## src/rtl/mmio_gpio_pkg.sv

```systemverilog
// Shared constants for the memory-mapped GPIO bank: register word offsets,
// the default window base and a byte-enable expansion helper.
package mmio_gpio_pkg;

  localparam logic [31:0] MMIO_BASE_DEFAULT = 32'h1013_0000;

  // Word offsets, i.e. byte offset >> 2
  localparam logic [5:0] OFF_OUT       = 6'h00;
  localparam logic [5:0] OFF_SET       = 6'h01;
  localparam logic [5:0] OFF_CLR       = 6'h02;
  localparam logic [5:0] OFF_TGL       = 6'h03;
  localparam logic [5:0] OFF_IN        = 6'h04;
  localparam logic [5:0] OFF_EDGE      = 6'h05;
  localparam logic [5:0] OFF_IRQ_EN    = 6'h06;
  localparam logic [5:0] OFF_BLINK_EN  = 6'h07;
  localparam logic [5:0] OFF_BLINK_DIV = 6'h08;

  typedef enum logic {
    SEL_RAM  = 1'b0,
    SEL_MMIO = 1'b1
  } rd_sel_e;

  // Expand 4 byte enables into a 32-bit bit mask
  function automatic logic [31:0] be_to_mask(input logic [3:0] be);
    logic [31:0] m;
    for (int b = 0; b < 4; b++) begin
      m[8*b +: 8] = {8{be[b]}};
    end
    return m;
  endfunction

endpackage

```

## src/rtl/gpio_in_sync.sv

```systemverilog
// Two-flop synchroniser for the GPIO inputs plus a rising-edge detector
// working on the synchronised value.
module gpio_in_sync #(
  parameter int NUM_CH = 8
) (
  input  logic              clk,
  input  logic              rst_n,
  input  logic [NUM_CH-1:0] gpio_i,
  output logic [NUM_CH-1:0] in_o,
  output logic [NUM_CH-1:0] rise_o
);

  logic [NUM_CH-1:0] s1_q;
  logic [NUM_CH-1:0] s2_q;
  logic [NUM_CH-1:0] prev_q;

  // Synchroniser chain and one-cycle history of the synchronised value
  always_ff @(posedge clk or negedge rst_n) begin
    if (!rst_n) begin
      s1_q   <= '0;
      s2_q   <= '0;
      prev_q <= '0;
    end else begin
      s1_q   <= gpio_i;
      s2_q   <= s1_q;
      prev_q <= s2_q;
    end
  end

  assign in_o   = s2_q;
  assign rise_o = s2_q & ~prev_q;

endmodule

```

## src/rtl/mmio_gpio_bank.sv

```systemverilog
// GPIO register bank sitting in front of a RAM. Accesses inside the 256-byte
// MMIO window are served locally; everything else passes through to the RAM.
// Read data of either source appears one cycle after the request.
module mmio_gpio_bank
  import mmio_gpio_pkg::*;
#(
  parameter int                    ADDR_WIDTH = 32,
  parameter int                    DATA_WIDTH = 32,
  parameter int                    NUM_CH     = 8,
  parameter logic [ADDR_WIDTH-1:0] MMIO_BASE  = MMIO_BASE_DEFAULT
) (
  input  logic                      clk,
  input  logic                      rst_n,
  input  logic                      req_i,
  input  logic [ADDR_WIDTH-1:0]     addr_i,
  input  logic                      we_i,
  input  logic [DATA_WIDTH/8-1:0]   be_i,
  input  logic [DATA_WIDTH-1:0]     wdata_i,
  output logic [DATA_WIDTH-1:0]     rdata_o,
  output logic                      ram_req_o,
  output logic [ADDR_WIDTH-1:0]     ram_addr_o,
  output logic                      ram_we_o,
  output logic [DATA_WIDTH/8-1:0]   ram_be_o,
  output logic [DATA_WIDTH-1:0]     ram_wdata_o,
  input  logic [DATA_WIDTH-1:0]     ram_rdata_i,
  input  logic [NUM_CH-1:0]         gpio_i,
  output logic [NUM_CH-1:0]         gpio_o,
  output logic                      irq_o
);

  logic                  mmio_hit;
  logic                  wr;
  logic [5:0]            off;
  logic [DATA_WIDTH-1:0] bmask;
  logic [NUM_CH-1:0]     wmask;
  logic [NUM_CH-1:0]     wbits;
  logic [NUM_CH-1:0]     in_sync;
  logic [NUM_CH-1:0]     rise;
  logic                  unused_addr_lsb;

  logic [NUM_CH-1:0]     out_q, out_d;
  logic [NUM_CH-1:0]     edge_q, edge_d;
  logic [NUM_CH-1:0]     ien_q, ien_d;
  logic [NUM_CH-1:0]     ben_q, ben_d;
  logic [DATA_WIDTH-1:0] div_q, div_d;
  logic [31:0]           cnt_q, cnt_d;
  logic                  phase_q, phase_d;
  logic [NUM_CH-1:0]     w1c;
  logic                  div_wr;
  logic [NUM_CH-1:0]     gpio_q;
  logic                  irq_q;

  logic [DATA_WIDTH-1:0] mrd;
  logic [DATA_WIDTH-1:0] mrd_q;
  rd_sel_e               sel_q;
  logic                  vld_q;

  assign mmio_hit        = (addr_i[ADDR_WIDTH-1:8] == MMIO_BASE[ADDR_WIDTH-1:8]);
  assign wr              = req_i & we_i & mmio_hit;
  assign off             = addr_i[7:2];
  assign bmask           = be_to_mask(be_i);
  assign wmask           = bmask[NUM_CH-1:0];
  assign wbits           = wdata_i[NUM_CH-1:0] & wmask;
  assign unused_addr_lsb = ^addr_i[1:0];

  assign ram_req_o   = req_i & ~mmio_hit;
  assign ram_addr_o  = addr_i;
  assign ram_we_o    = we_i;
  assign ram_be_o    = be_i;
  assign ram_wdata_o = wdata_i;

  gpio_in_sync #(.NUM_CH(NUM_CH)) u_in_sync (
    .clk    (clk),
    .rst_n  (rst_n),
    .gpio_i (gpio_i),
    .in_o   (in_sync),
    .rise_o (rise)
  );

  // Register write decode, edge capture and blink counter next state
  always_comb begin
    out_d  = out_q;
    ien_d  = ien_q;
    ben_d  = ben_q;
    div_d  = div_q;
    w1c    = '0;
    div_wr = 1'b0;
    if (wr) begin
      case (off)
        OFF_OUT:       out_d = (out_q & ~wmask) | wbits;
        OFF_SET:       out_d = out_q | wbits;
        OFF_CLR:       out_d = out_q & ~wbits;
        OFF_TGL:       out_d = out_q ^ wbits;
        OFF_EDGE:      w1c   = wbits;
        OFF_IRQ_EN:    ien_d = (ien_q & ~wmask) | wbits;
        OFF_BLINK_EN:  ben_d = (ben_q & ~wmask) | wbits;
        OFF_BLINK_DIV: begin
          div_d  = (div_q & ~bmask) | (wdata_i & bmask);
          div_wr = 1'b1;
        end
        default: ;
      endcase
    end
    // A new edge wins over a simultaneous clear of the same bit
    edge_d = (edge_q & ~w1c) | rise;

    cnt_d   = cnt_q + 32'd1;
    phase_d = phase_q;
    if (div_wr || (div_q == '0)) begin
      cnt_d   = '0;
      phase_d = 1'b1;
    end else if (cnt_q == div_q - 32'd1) begin
      cnt_d   = '0;
      phase_d = ~phase_q;
    end
  end

  // MMIO read value selected from the current register contents
  always_comb begin
    mrd = '0;
    case (off)
      OFF_OUT:       mrd[NUM_CH-1:0] = out_q;
      OFF_IN:        mrd[NUM_CH-1:0] = in_sync;
      OFF_EDGE:      mrd[NUM_CH-1:0] = edge_q;
      OFF_IRQ_EN:    mrd[NUM_CH-1:0] = ien_q;
      OFF_BLINK_EN:  mrd[NUM_CH-1:0] = ben_q;
      OFF_BLINK_DIV: mrd             = div_q;
      default: ;
    endcase
  end

  // Register state, blink counter and registered pin/interrupt outputs
  always_ff @(posedge clk or negedge rst_n) begin
    if (!rst_n) begin
      out_q   <= '0;
      edge_q  <= '0;
      ien_q   <= '0;
      ben_q   <= '0;
      div_q   <= '0;
      cnt_q   <= '0;
      phase_q <= 1'b1;
      gpio_q  <= '0;
      irq_q   <= 1'b0;
    end else begin
      out_q   <= out_d;
      edge_q  <= edge_d;
      ien_q   <= ien_d;
      ben_q   <= ben_d;
      div_q   <= div_d;
      cnt_q   <= cnt_d;
      phase_q <= phase_d;
      gpio_q  <= out_d & (~ben_d | {NUM_CH{phase_d}});
      irq_q   <= |(edge_d & ien_d);
    end
  end

  // Capture the read source and MMIO read value for the next cycle
  always_ff @(posedge clk or negedge rst_n) begin
    if (!rst_n) begin
      vld_q <= 1'b0;
      sel_q <= SEL_RAM;
      mrd_q <= '0;
    end else begin
      vld_q <= req_i;
      if (req_i) begin
        sel_q <= mmio_hit ? SEL_MMIO : SEL_RAM;
        mrd_q <= mrd;
      end
    end
  end

  assign rdata_o = !vld_q ? '0 : ((sel_q == SEL_MMIO) ? mrd_q : ram_rdata_i);
  assign gpio_o  = gpio_q;
  assign irq_o   = irq_q;

endmodule

```

## config.mk

```make
export PLATFORM = sky130hd
export DESIGN_NAME = mmio_gpio_bank
export DESIGN_NICKNAME = d
export VERILOG_FILES = /design/src/rtl/mmio_gpio_pkg.sv /design/src/rtl/gpio_in_sync.sv /design/src/rtl/mmio_gpio_bank.sv
export SDC_FILE = /design/constraint.sdc
export NUM_CORES = 1
export LEC_CHECK = 0
export BUFFER_PORTS_ARGS = -buffer_cell sky130_fd_sc_hd__buf_2
export CORE_ASPECT_RATIO = 1.5
export CORE_MARGIN = 2
export CORE_UTILIZATION = 56
export CTS_BUF_LIST = sky130_fd_sc_hd__clkbuf_8
export DETAILED_ROUTE_END_ITERATION = 6
export PLACE_DENSITY_LB_ADDON = 0.05
export SETUP_SLACK_MARGIN = 0.02
export SYNTH_ARGS = -nofsm -noshare
export SYNTH_HDL_FRONTEND = slang
export SYNTH_SLANG_ARGS = --single-unit
```

## constraint.sdc

```tcl
create_clock -name clk -period 4.2 [get_ports clk]
set_clock_uncertainty 0.2 [all_clocks]
set_input_delay 0.21 -clock clk [delete_from_list [all_inputs] [get_ports clk]]
set_output_delay 0.21 -clock clk [all_outputs]
set_load 0.05 [all_outputs]
```

==> impl_metrics.toml <==
[power_and_ir_drop]
ir_worst_vdd_mv = 0.276
p_leak_nw = 5.12
pwr_density_cell_nw_per_um2 = 292

[finish]
layout.nets = 1235
area_growth_pct = 17.0
multiInputGateArea_um2 = 4400
nFillCells = 1382
final_common_cell = "buf_2"
final_cell_mix = "buf_2, dfrtp_1, nand3_1, mux2_2, inv_1"
drive_above_1_share = 0.302
antenna_cells = 0
regArea_um2 = 4110

[global_route]
grt_pass1_wl_um = 40800
overflow = 0
grt_max_degree = 98
grtUsageTotal = 0.308
antenna_found_initial = 0
grt_pass1_vias = 7544

[timing]
fin_tns_setup_ps = 0
hold_violations = 0
rsz0062_at_grt = "false"
worst_pin_slew_ps = 1300
fmax_mhz = 271
slew_viol_final = 0
finalCriticalPeriod_ps = 3690
holdWs_ps = 90.8
setup_viol = 0
finalCritPeriodShare = 0.879
slew-limit-headroom = 0.135

[cts]
clkTransAtPathRegs_ps = 100
cts-root-buf = "clkbuf_8"
ctsHoldBuffers = 43
cts_made_buffers = 17
h-tree-depth = 4
cts_setup_buffers = 0
clk_latency_ps = 480
ctsResizeCount = 0
numClockSinks = 164
clock_path_buffers = 2
cts_tree = "yes"

[synthesis]
synth_seq_cells = 164
synth_fp_nets = 1060
ys.warnings.count = 0
synth_top_area_frac = 0.432
synth_top_cell_by_area = "dfrtp_1"
avgSynthCellArea_um2 = 10.1
synthCells = 938
synth-main-ff-cell = "dfrtp_1"
async_flop_share = 1.00
yosysSeqAreaShare = 0.435
synthTopCellsByArea = "dfrtp_1, mux2_2, buf_4"
synth_edf_count = 0
synth_cell_type_count = 63
synth_area_um2 = 9440

[placed_design]
numPortBuffers = 218
hpwl_um = 19400
routabilityCongestion = 0.948

[job]
cap_violations = 0

[routing]
viasPerCell = 5.78
vias = 7723
drtPass1Iterations = 6
drc = 0
ant_nets = 0
drt_wl_total_um = 27200
routedWlPerCell_um = 20.3
dr.first_iter.drc_count = 375

[worst_setup_path]
setup.worst_path.class = "reg -> reg"
cp_max_fo = 28
crit_path_end_kind = "register"
cp.arrival_ps = 3860
crit_required_ps = 4360
start_kind = "register"

[floorplan]
start_util = 0.568
die_w_um = 110
die_y_um = 163
ios = 223
dieArea_um2 = 17900
core-area_um2 = 16600
fp-row-count = 58

[run_status]
outcome = "finished clean"

[min_path]
hold_path.class = "in -> reg"
min_from = "addr_i[29]"
## worst paths after layout
kind                                                to  slack (ps)  depth (start not counted)
min                                  sel_q$_DFFE_PN0P_          90                          5
min in group asynchronous          cnt_q[23]$_DFF_PN0_         190                          2
max reg2reg                        cnt_q[25]$_DFF_PN0_         510                          9
max in group asynchronous            sel_q$_DFFE_PN0P_        2690                          3
min reg2reg                u_in_sync.in_o[4]$_DFF_PN0_         160                          0
max                                cnt_q[25]$_DFF_PN0_         510                          9
## kinds of logic (layout without fill, tap and decap cells)
logic type,count (synthesis),count (layout),share of synthesized area
simple gates,297,297,0.181
flops,164,164,0.435
compound gates,124,124,0.0937
buf+inv,174,362,0.100
mux,97,97,0.110
xor+xnor,72,72,0.0668
fa+ha+maj,10,10,0.0133
## stage by stage
step                cells  total power [mW]  setup slack (ps)   util  cell area, um^2
CTS                  1336              3.25               551  0.664            11000
detailed placement   1261              2.06               568  0.614            10200
global route         1336              3.34               275  0.664            11000
floorplan             938              1.94               894      -             9440
global placement     1261              2.06               626  0.614            10200
finish               1336              3.22               506  0.664            11000
## cell usage after synthesis (all sizes together), types with 2 or more instances
cell	n
nand2	43
mux2i	40
ha	10
nand3	57
xor2	23
nor2	38
nor3	16
a21oi	5
or4b	5
and3	8
nand2b	4
nor3b	32
xnor2	49
clkbuf	38
dfrtp	163
a221oi	2
a22oi	14
o21ai	38
a222oi	8
a41oi	9
inv	52
or2	3
a31oi	5
a211oi	3
nor4	15
o41ai	2
nand3b	3
nor2b	37
or3	6
buf	84
mux2	57
o21a	5
or4	7
and4	3
nor4b	5
nand4	11
o211ai	9
a22o	15
## critical path: stages, from the launching register on
cell and delay (ps):
dfrtp_1 510, nor4_4 510, nand4_1 350, or4b_1 610
and3_1 200, a311oi_1 280, and4_1 340, and2_1 280
buf_12 210, nor3b_1 80
## report_power, final
part	internal [mW]	switching (mW)	total, mW
logic	0.131	0.320	0.450
clock network	0.460	0.701	1.16
registers	1.60	0.0145	1.61
## routing by layer
metal,track usage,wire [um],up-vias,share of wire
li1,-,-,3597,-
met1,0.357,10100,3772,0.37
met2,0.541,14500,287,0.53
met3,0.0455,1300,67,0.048
met4,0.158,1200,0,0.044
met5,0,0,-,0
## layout make-up
class                   instances  area share
clock buffers                  17      0.0212
well taps                     210      0.0238
clock inverters                15      0.0158
repair buffers                278       0.151
multi-input cells             600       0.399
flip-flops and latches        164       0.372
inverters                      52      0.0177
No activity file was read; power rests on OpenSTA's default activity.
